===== config.mk =====
export PLATFORM = sky130hd
export DESIGN_NAME = shift_rotate_sequencer
export DESIGN_NICKNAME = d
export VERILOG_FILES = /design/src/rtl/shift_rotate_sequencer.sv
export SDC_FILE = /design/constraint.sdc
export NUM_CORES = 1
export LEC_CHECK = 0
export ABC_CLOCK_PERIOD_IN_PS = 4600
export CAP_MARGIN = 15
export CORE_ASPECT_RATIO = 1.2
export CORE_MARGIN = 5
export CORE_UTILIZATION = 33
export CTS_BUF_LIST = sky130_fd_sc_hd__clkbuf_4 sky130_fd_sc_hd__clkbuf_8 sky130_fd_sc_hd__clkbuf_16
export DETAILED_ROUTE_END_ITERATION = 10
export GPL_TIMING_DRIVEN = 0
export SYNTH_ARGS = -nofsm -noshare
export SYNTH_HDL_FRONTEND = slang
export SYNTH_SLANG_ARGS = --single-unit

===== constraint.sdc =====
create_clock -name clk -period 4.6 [get_ports clk]
set_clock_uncertainty 0.2 [all_clocks]
set_input_delay 1.38 -clock clk [delete_from_list [all_inputs] [get_ports clk]]
set_output_delay 1.38 -clock clk [all_outputs]
set_load 0.01 [all_outputs]

===== src/rtl/shift_rotate_sequencer.sv =====
// Multi-cycle 16-bit shift/rotate sequencer: one op per valid/ready handshake, result and flags held until consumed.
// Optional macro SHIFT_BY_FOUR_EN adds a 4-bit step while the remaining count is at least four.
module shift_rotate_sequencer #(
  parameter int unsigned WIDTH = 16,
  parameter int unsigned AMT_W = 4
) (
  input  logic             clk,
  input  logic             rst,
  input  logic             in_valid,
  output logic             in_ready,
  input  logic [2:0]       in_op,
  input  logic [WIDTH-1:0] in_data,
  input  logic [AMT_W-1:0] in_amt,
  output logic             out_valid,
  input  logic             out_ready,
  output logic [WIDTH-1:0] out_data,
  output logic             out_z,
  output logic             out_n,
  output logic             out_c,
  output logic             out_v,
  output logic             busy
);

  localparam logic [2:0] OP_ROL = 3'd0;
  localparam logic [2:0] OP_ROR = 3'd1;
  localparam logic [2:0] OP_SHL = 3'd2;
  localparam logic [2:0] OP_SHR = 3'd3;
  localparam logic [2:0] OP_ASR = 3'd4;

  typedef enum logic [1:0] {
    IDLE = 2'd0,
    RUN  = 2'd1,
    DONE = 2'd2
  } state_t;

  state_t           state;
  state_t           state_nxt;
  logic [2:0]       op;
  logic [AMT_W-1:0] count;
  logic [WIDTH-1:0] work;
  logic             carry;

  logic [WIDTH-1:0] step_data;
  logic             step_carry;
  logic [AMT_W-1:0] step_dec;
  logic             accept;

  // Single-bit step; rotates pass the carry through untouched (it stays 0 from accept).
  function automatic logic [WIDTH:0] step1(input logic [2:0] o, input logic [WIDTH-1:0] x,
                                           input logic ci);
    step1 = {ci, x};
    case (o)
      OP_ROL:  step1 = {ci, x[WIDTH-2:0], x[WIDTH-1]};
      OP_ROR:  step1 = {ci, x[0], x[WIDTH-1:1]};
      OP_SHL:  step1 = {x[WIDTH-1], x[WIDTH-2:0], 1'b0};
      OP_SHR:  step1 = {x[0], 1'b0, x[WIDTH-1:1]};
      OP_ASR:  step1 = {x[0], x[WIDTH-1], x[WIDTH-1:1]};
      default: step1 = {ci, x};
    endcase
  endfunction

`ifdef SHIFT_BY_FOUR_EN
  // Four-bit step equal to four single steps; carry is the last bit shifted out.
  function automatic logic [WIDTH:0] step4(input logic [2:0] o, input logic [WIDTH-1:0] x,
                                           input logic ci);
    step4 = {ci, x};
    case (o)
      OP_ROL:  step4 = {ci, x[WIDTH-5:0], x[WIDTH-1:WIDTH-4]};
      OP_ROR:  step4 = {ci, x[3:0], x[WIDTH-1:4]};
      OP_SHL:  step4 = {x[WIDTH-4], x[WIDTH-5:0], 4'b0000};
      OP_SHR:  step4 = {x[3], 4'b0000, x[WIDTH-1:4]};
      OP_ASR:  step4 = {x[3], {4{x[WIDTH-1]}}, x[WIDTH-1:4]};
      default: step4 = {ci, x};
    endcase
  endfunction
`endif

  assign accept = (state == IDLE) && in_valid;

  // Next working value and how far the remaining count drops this cycle.
  always_comb begin
    step_dec = AMT_W'(1);
`ifdef SHIFT_BY_FOUR_EN
    if (count >= AMT_W'(4)) begin
      {step_carry, step_data} = step4(op, work, carry);
      step_dec = AMT_W'(4);
    end else begin
      {step_carry, step_data} = step1(op, work, carry);
    end
`else
    {step_carry, step_data} = step1(op, work, carry);
`endif
  end

  always_ff @(posedge clk) begin
    if (rst) begin
      op    <= OP_ROL;
      count <= '0;
      work  <= '0;
      carry <= 1'b0;
    end else if (accept) begin
      op    <= (in_op > OP_ASR) ? OP_ROL : in_op;
      count <= in_amt;
      work  <= in_data;
      carry <= 1'b0;
    end else if (state == RUN) begin
      count <= count - step_dec;
      work  <= step_data;
      carry <= step_carry;
    end
  end

  always_ff @(posedge clk) begin
    if (rst) begin
      state <= IDLE;
    end else begin
      state <= state_nxt;
    end
  end

  always_comb begin
    state_nxt = state;
    case (state)
      IDLE: if (in_valid) state_nxt = (in_amt == '0) ? DONE : RUN;
      RUN:  if (count == step_dec) state_nxt = DONE;
      DONE: if (out_ready) state_nxt = IDLE;
      default: state_nxt = IDLE;
    endcase
  end

  // Handshake and flags decode straight from registered state and working value.
  always_comb begin
    in_ready  = 1'b0;
    out_valid = 1'b0;
    busy      = 1'b0;
    out_data  = work;
    out_z     = 1'b0;
    out_n     = 1'b0;
    out_c     = 1'b0;
    out_v     = 1'b0;
    case (state)
      IDLE: in_ready = 1'b1;
      RUN:  busy = 1'b1;
      DONE: begin
        busy      = 1'b1;
        out_valid = 1'b1;
        out_z     = (work == '0);
        out_n     = work[WIDTH-1];
        out_c     = carry;
      end
      default: in_ready = 1'b0;
    endcase
  end

endmodule


==> results.json, run 1 <==
{
  "clockBufferDepth": 2,
  "post_synth_num_cell_types": 43,
  "grt_max_degree": 15,
  "cts-hold-fix-buffers": 0,
  "worstHoldPathCells": 2,
  "route.antenna.remaining_nets": 0,
  "routedLengthMet1_mm": 2.56,
  "crit-reg2reg-capture": "out_data[0]",
  "drtIter0Drc": 107,
  "net_count_of_the_mapped_netlist": 250,
  "p_total_mw": 1.08,
  "gr-usage-all-layers": 0.158,
  "vdd.ir_drop.worst_mv": 0.178,
  "slew_headroom": 0.610,
  "setup_viol": 0,
  "fp.coreArea_um2": 5560,
  "ys_seq_area_frac": 0.281,
  "final_min_period_over_clock_period": 0.831,
  "detailed_place.area_um2": 2410,
  "place_hpwl_mm": 4.02,
  "worst_case_register_to_register_setup_slack_ns": 2.48,
  "cts_setup_buffers": 0,
  "setup-tns-final_ns": 0,
  "result_of_the_run": "completed",
  "cap_viol_max_count": 0,
  "std_cell_rows": 30,
  "start_kind": "flop",
  "dp_slack_ns": 1.05,
  "fin_area_um2": 2470,
  "final_slew_violations": 0,
  "finish.net_count": 303,
  "fillers": 590,
  "worstRegToRegCells": 6,
  "finalHoldWorstSlack_ns": 0.334,
  "crit_arrival_ns": 2.24,
  "met3WireLength_um": 217,
  "vias_per_cell": 5.57,
  "die_w_um": 78.4,
  "maxUsedRoutingLayer": "met4",
  "worstHoldPathType": "flop to flop",
  "floorplan.initialDensity": 0.333,
  "detail_route.wl_per_cell_um": 16.9,
  "dp.cells": 330,
  "antenna_violations_before_repair": 0,
  "timing_worst_slew_pin_value_ns": 0.585,
  "cts_inserted_buffers": 3,
  "place.gp.congestion": 0.793,
  "insertion_delay_ns": 0.28,
  "hold_start": "carry",
  "critical_path_sink_type": "output pin",
  "hold_viol": 0,
  "grt_remaining_overflow": 0,
  "criticalPathCategory": "flop to output pin",
  "htree_levels": 1,
  "regToRegStartpoint": "state[0]",
  "grt_first_pass_wirelength_mm": 9.35,
  "buffer_ports.inserted": 48,
  "ys.flop_type": "dfxtp_1",
  "finalCriticalPeriod_ns": 3.82,
  "layout_common_cells": "clkdlybuf4s50_1 (48), dfxtp_1 (26), o21ai_0 (22), nor2_1 (19), a21oi_1 (19)",
  "netlist_instances": 218,
  "n_antenna_cell": 0,
  "netlist_area_um2": 1850,
  "synth.ff_latch_count": 26,
  "clock_sink_count": 26,
  "post_cts_resized": 0,
  "dr.pass1.iters": 4,
  "drc_errors": 0,
  "ys.warnings.count": 0,
  "via_count": 1859,
  "cts-root-buf": "clkbuf_8",
  "synthToLayoutAreaGrowth_pct": 33.2,
  "timing.critical_path.fanout_max": 5,
  "final_core_utilization": 0.444,
  "totalWireLength_mm": 5.63,
  "proportion_of_synthesized_flip_flops_having_asynchronous_set_or_reset": 0,
  "num_io_pins": 50,
  "power.static_leakage_nw": 0.857,
  "mostFrequentLayoutCell": "clkdlybuf4s50_1",
  "design.die.area_um2": 7220,
  "peak_clock_frequency_supported_by_timing_mhz": 262,
  "synth_edf_count": 0,
  "layout_setup_ws_ns": 0.778,
  "rsz0062_at_grt": "no",
  "cts_tree": "done",
  "grt_pass1_vias": 1949,
  "power_density_nw_per_um2": 438,
  "required_ns": 3.02,
  "layout.cells.non_filler": 334,
  "min_to": "carry",
  "clk_transition_reported_paths_ns": 0.10,
  "detailroute.wirelength.met2_mm": 2.81,
  "synth_area_per_cell_um2": 8.49,
  "post_route_cells_drive_above_1_share": 0.130,
  "floorplan.die.height_um": 92.1
}
area by class of cell:
| type | count | area (um^2) | area share |
|---|---|---|---|
| Timing Repair Buffer | 48 | 480 | 0.195 |
| Inverter | 6 | 22.5 | 0.00913 |
| Sequential cell | 26 | 520 | 0.211 |
| Clock buffer | 4 | 55.1 | 0.0223 |
| Multi-Input combinational cell | 168 | 1200 | 0.488 |
| Tap cell | 64 | 80.1 | 0.0325 |
| Buffer | 18 | 105 | 0.0426 |
logic make-up after synthesis:
group                      after synthesis  share of synthesized area
DFF                                     26                      0.281
xor gates and xnor gates                 3                     0.0142
muxes                                   28                      0.162
and+or+nand+nor                         55                      0.159
buffers and inverters                   24                     0.0689
AOI/OAI and AO/OA                       76                      0.279
other                                    1                    0.00203
adders and majority gates                5                     0.0338
critical path: stages (launching register included):
cell	delay, ns
dfxtp_1	0.33
inv_1	0.09
ha_1	0.30
nor4b_1	0.30
nand4_1	0.16
nor4_1	0.20
clkdlybuf4s50_1	0.58
cells in the mapped netlist (6+ instances only):
master	n	area, um^2
a21oi_1	19	95.1
a32o_1	12	120
buf_2	6	30.0
clkbuf_1	7	26.3
dfxtp_1	26	521
inv_1	6	22.5
mux2_2	13	146
mux2i_1	14	140
nand2_1	8	30.0
nor2_1	19	71.3
o21ai_0	22	110
o21ai_1	7	35.0
power by group:
group          internal (mW)  switching [mW]
Sequential             0.280          0.0847
Clock                 0.0767          0.0802
Combinational          0.281           0.279
Total                  0.637           0.444
state kept, by name, summed over array words and instances, names as in the netlist:
| signal | count |
|---|---|
| op | 3 |
| count | 4 |
| out_data | 16 |
| state | 2 |
| carry | 1 |
worst max path at each step:
stage / start / end / slack (ns) / cells past startpoint
after floorplan: state[0] / out_z / 1.70 / 5
after global placement: state[0] / out_z / 1.07 / 6
after detailed placement: state[0] / out_z / 1.05 / 6
after CTS: state[0] / out_z / 0.73 / 6
after global routing: state[0] / out_z / 0.64 / 6
final: state[0] / out_z / 0.78 / 6
metal layers:
layer | vias to the layer above | track usage
li1 | 919 | -
met1 | 887 | 0.191
met2 | 47 | 0.290
met3 | 6 | 0.0196
met4 | 0 | 0.0466
met5 | - | 0
No activity file was read; power rests on OpenSTA's default activity.
==> run 2, diff against run 1 <==
Settings changed: ABC_CLOCK_PERIOD_IN_PS 4600 to 3600.
Clock period 4.6 ns to 3.6 ns, I/O delays scaled along.
==> results.json, run 2 (synthesis gave the netlist of run 1 again) <==
{
  "cap_viol_max_count": 0,
  "htree_levels": 1,
  "cts_tree": "done",
  "power.clock.fraction": 0.142,
  "place.gp.congestion": 0.793,
  "grt_first_pass_wirelength_mm": 9.35,
  "peak_clock_frequency_supported_by_timing_mhz": 295,
  "fin_area_um2": 2480,
  "internal-power_uw": 816,
  "finalCriticalPeriod_ns": 3.39,
  "worstRegToRegCells": 6,
  "layout_common_cells": "clkdlybuf4s50_1 (48), dfxtp_1 (26), o21ai_0 (22), nor2_1 (19), a21oi_1 (19)",
  "required_ns": 2.32,
  "slew_headroom": 0.609,
  "detailed_place.area_um2": 2410,
  "vias_per_cell": 5.59,
  "n_antenna_cell": 0,
  "cts_inserted_buffers": 3,
  "num_io_pins": 50,
  "insertion_delay_ns": 0.27,
  "worst_case_register_to_register_setup_slack_ns": 1.48,
  "gr-usage-all-layers": 0.158,
  "hold_viol": 0,
  "timing_worst_slew_pin_value_ns": 0.586,
  "start_kind": "flop",
  "floorplan.initialDensity": 0.333,
  "timing.critical_path.fanout_max": 5,
  "buffer_ports.inserted": 48,
  "regToRegStartpoint": "state[0]",
  "setup-tns-final_ns": 0,
  "finish.net_count": 303,
  "criticalPathCategory": "flop to output pin",
  "hold_start": "carry",
  "post_route_cells_drive_above_1_share": 0.137,
  "min_to": "carry",
  "number_of_flip_flops_under_the_largest_register_name": 16,
  "critical_path_sink_type": "output pin",
  "drtIter0Drc": 100,
  "via_count": 1866,
  "finalHoldWorstSlack_ns": 0.335,
  "part_of_the_power_in_registers": 0.339,
  "crit_arrival_ns": 2.11,
  "crit_slowest_cell": "clkdlybuf4s50_1",
  "power_density_nw_per_um2": 556,
  "cts_setup_buffers": 0,
  "drc_errors": 0,
  "vdd.ir_drop.worst_mv": 0.225,
  "antenna_violations_before_repair": 0,
  "clockBufferDepth": 2,
  "setup_viol": 0,
  "final_core_utilization": 0.446,
  "die_w_um": 78.4,
  "grt_remaining_overflow": 0,
  "final_slew_violations": 0,
  "clk_transition_reported_paths_ns": 0.10,
  "route.antenna.remaining_nets": 0,
  "place_hpwl_mm": 4.02,
  "floorplan.die.height_um": 92.1,
  "power.static_leakage_nw": 0.857,
  "p_sw_frac": 0.407,
  "worstHoldPathType": "flop to flop",
  "p_total_mw": 1.38,
  "fp.coreArea_um2": 5560,
  "std_cell_rows": 30,
  "dr.pass1.iters": 4,
  "rsz0062_at_grt": "no",
  "synthToLayoutAreaGrowth_pct": 33.7,
  "grt_max_degree": 15,
  "grt_pass1_vias": 1949,
  "crit-reg2reg-capture": "out_data[0]",
  "mostFrequentLayoutCell": "clkdlybuf4s50_1",
  "detail_route.wl_per_cell_um": 16.7,
  "worstHoldPathCells": 2,
  "final_min_period_over_clock_period": 0.940,
  "clock_sink_count": 26,
  "totalWireLength_mm": 5.57,
  "critical_path.cell_chain": "inv_1 -> ha_2 -> nor4b_2 -> nand4_1 -> nor4_1 -> clkdlybuf4s50_1",
  "design.die.area_um2": 7220,
  "result_of_the_run": "completed",
  "power.combinational.fraction": 0.520,
  "stage_delay_of_the_slowest_cell_on_the_critical_path_ns": 0.58,
  "cts-root-buf": "clkbuf_8",
  "power.net_switching_uw": 560
}
-- run 2: area by class of cell --
cell class                      instances  area (um^2)
Buffer                                 18          105
Clock buffer                            4         55.1
Fill cell                             589         3080
Inverter                                6         22.5
Multi-Input combinational cell        168         1210
Sequential cell                        26          520
Tap cell                               64         80.1
Timing Repair Buffer                   48          480
-- run 2: worst max-delay path by stage --
stage,from,to,slack [ns],cells after the start
2_1_floorplan,state[0],out_z,1.00,5
3_3_place_gp,state[0],out_z,0.37,6
3_5_place_dp,state[0],out_z,0.35,6
4_1_cts,state[0],out_z,0.03,6
5_1_grt,state[0],out_z,0.06,6
6_report,state[0],out_z,0.21,6
-- run 2: per-stage QoR --
stage / cells / worst slack (ns)
floorplan: 218 / 1.00
global placement: 330 / 0.366
detailed placement: 330 / 0.353
CTS: 334 / 0.0337
global route: 334 / 0.0645
finish: 334 / 0.215
-- run 2: power by group through the flow --
stage	registers (mW)	logic [mW]	clock network, mW
finish	0.466	0.715	0.195
detailed placement	0.470	0.716	0
floorplan	0.459	0.435	0
global placement	0.468	0.710	0
global route	0.483	0.788	0.212
CTS	0.464	0.720	0.199
-- run 2: critical path: cells and delay by family, from the launching register on --
family	cells	cell delay, ns
adders and majority gates	1	0.25
buffers and inverters	2	0.68
DFF	1	0.32
and+or+nand+nor	3	0.58
-- run 2: timing repair --
item | CTS | global route
gates resized for setup | 0 | 2
endpoints found under the hold margin | 0 | 0
hold buffers | 0 | 0
endpoints found under the setup margin | 0 | 1
-- run 2: per-layer routing --
layer	vias to the layer above	GRT usage	part of all wire
met2	50	0.290	0.50
met1	893	0.191	0.44
met3	6	0.0196	0.047
met4	0	0.0466	0.011
met5	-	0	0
li1	917	-	-
==> variant: new RTL, settings of run 1 <==
Change the parameter `WIDTH` from 16 to 32.
--- a/src/rtl/shift_rotate_sequencer.sv
+++ b/src/rtl/shift_rotate_sequencer.sv
@@ -3,3 +3,3 @@
 module shift_rotate_sequencer #(
-  parameter int unsigned WIDTH = 16,
+  parameter int unsigned WIDTH = 32,
   parameter int unsigned AMT_W = 4
Interface: changed (resized in_data and out_data); port bits go from 50 to 82. No check against the original RTL was run, so the function may have changed too.
==> variant against run 1 <==
Fmax is 2.4% lower; synthesized area rose by 33%; sequential cell count is 16 higher; design area is 42% higher; total power is 46% higher; setup slack lost 0.092 ns; hold slack about the same; wire length up 32%; largest cell class unchanged.
==> variant: results (changes against run 1) <==
Finish
  – Fillers: 700 (was 590)
  – Share of post-route cells with drive strength above 1: 11.05% (was 12.96%)
  – Net total in the final layout: 409 (was 303)
  – Max reg flops: 32 (was 16)

Pwr
  – Static leakage power: 1.274 nW (was 0.8570 nW)
  – Sequential power share: 35.6% (was 33.7%)
  – Largest voltage drop on the vdd net: 0.0001679 V (was 0.0001776 V)
  – Power attributed to the clock group: 0.301 mW (was 0.157 mW)

CTS
  – Depth of the CTS H-tree: 2 (was 1)
  – Clock transition at path regs: 0.08 ns (was 0.10 ns)
  – Number of buffers created by CTS: 5 (was 3)

Placed design
  – RD Place Congestion: 0.8017 (was 0.7928)
  – DP Cell Count: 444 (was 330)

Global routing
  – Total global routing track utilization: 16.09% (was 15.84%)
  – Via count of the first global-routing pass: 2359 (was 1949)
  – Maximum number of pins on one net before global-route repair: 14 (was 15)

Yosys
  – Register area share after synthesis: 34.11% (was 28.11%)
  – Biggest area contributors in the synthesized netlist: dfxtp_1 34%, mux2i_1 13%, a31oi_1 7.9%, and3_1 7.9%, o21ai_1 4.3% (was dfxtp_1 28%, mux2_2 7.9%, mux2i_1 7.6%, a32o_1 6.5%, o21ai_0 5.9%)
  – Net Count, Synth: 322 (was 250)

Detailed routing
  – Final wirelength: 7458 um (was 5629 um)
  – DR WL/cell: 16.50 um (was 16.85 um)
  – Violation count after the first detailed-route iteration: 68 (was 107)

Setup path
  – Endpoint arrival time on the critical path: 2.33 ns (was 2.24 ns)
  – Largest delay share family, worst path: simple AND/OR/NAND/NOR gates (was buffers and inverters)

Outcome
  – Outcome: completed (unchanged)

Timing
  – Hold slack final: 0.3340 ns (was 0.3344 ns)
-- variant: changes by cell type in the layout (fill, tap and decap cells not counted), moves of 5 or more --
cell,change
a31oi_1,+29
a21oi_1,-13
o21ai_0,-21
dfxtp_1,+16
nor2_1,-14
o21ai_1,+14
and3_1,+29
mux2_2,-12
o21ai_2,+10
a32o_1,-11
clkbuf_1,+6
mux2i_1,+18
buf_2,-5
clkdlybuf4s50_1,+32
-- variant: through the flow --
stage	utilization [%]	setup slack (ns)	cell area [um2]
after floorplan	-	1.756	2465
after global placement	46.44	1.017	3378
after detailed placement	46.44	1.031	3378
after CTS	48.00	0.6691	3492
after global routing	48.00	0.5852	3492
final	48.00	0.6856	3492
-- variant: per-layer routing --
metal / GRT usage (%) / share of wire (%) / vias up
met5: 0 / 0 / -
met4: 4.536 / 1.2 / 0
met3: 3.386 / 6.3 / 9
met2: 25.32 / 48 / 68
met1: 22.00 / 45 / 1127
li1: - / - / 1208
-- variant: kinds of logic after synthesis --
logic type	Yosys count	share of synthesized area, %
AOI/OAI and AO/OA	83	22.23
and+or+nand+nor	75	18.93
DFF	42	34.11
muxes	33	13.45
buffers and inverters	32	7.512
adders and majority gates	5	2.538
xor gates and xnor gates	3	1.066
other	1	0.1521
-- variant: final cells by class --
cell class	count	area (um2)	share of cell area, %
inverter	7	26.28	0.7524
clock buffer	6	76.32	2.186
tap	90	112.6	3.225
multi-input combinational	200	1439	41.20
timing repair buffer	80	800.8	22.93
buffer	25	158.9	4.550
clock inverter	2	37.54	1.075
sequential	42	840.8	24.08
-- variant: final timing paths --
check / end / cells after the start
setup / recovery: out_z / 6
hold / removal: op[1] / 2
setup reg to reg: out_data[22] / 7
hold reg to reg: op[1] / 2
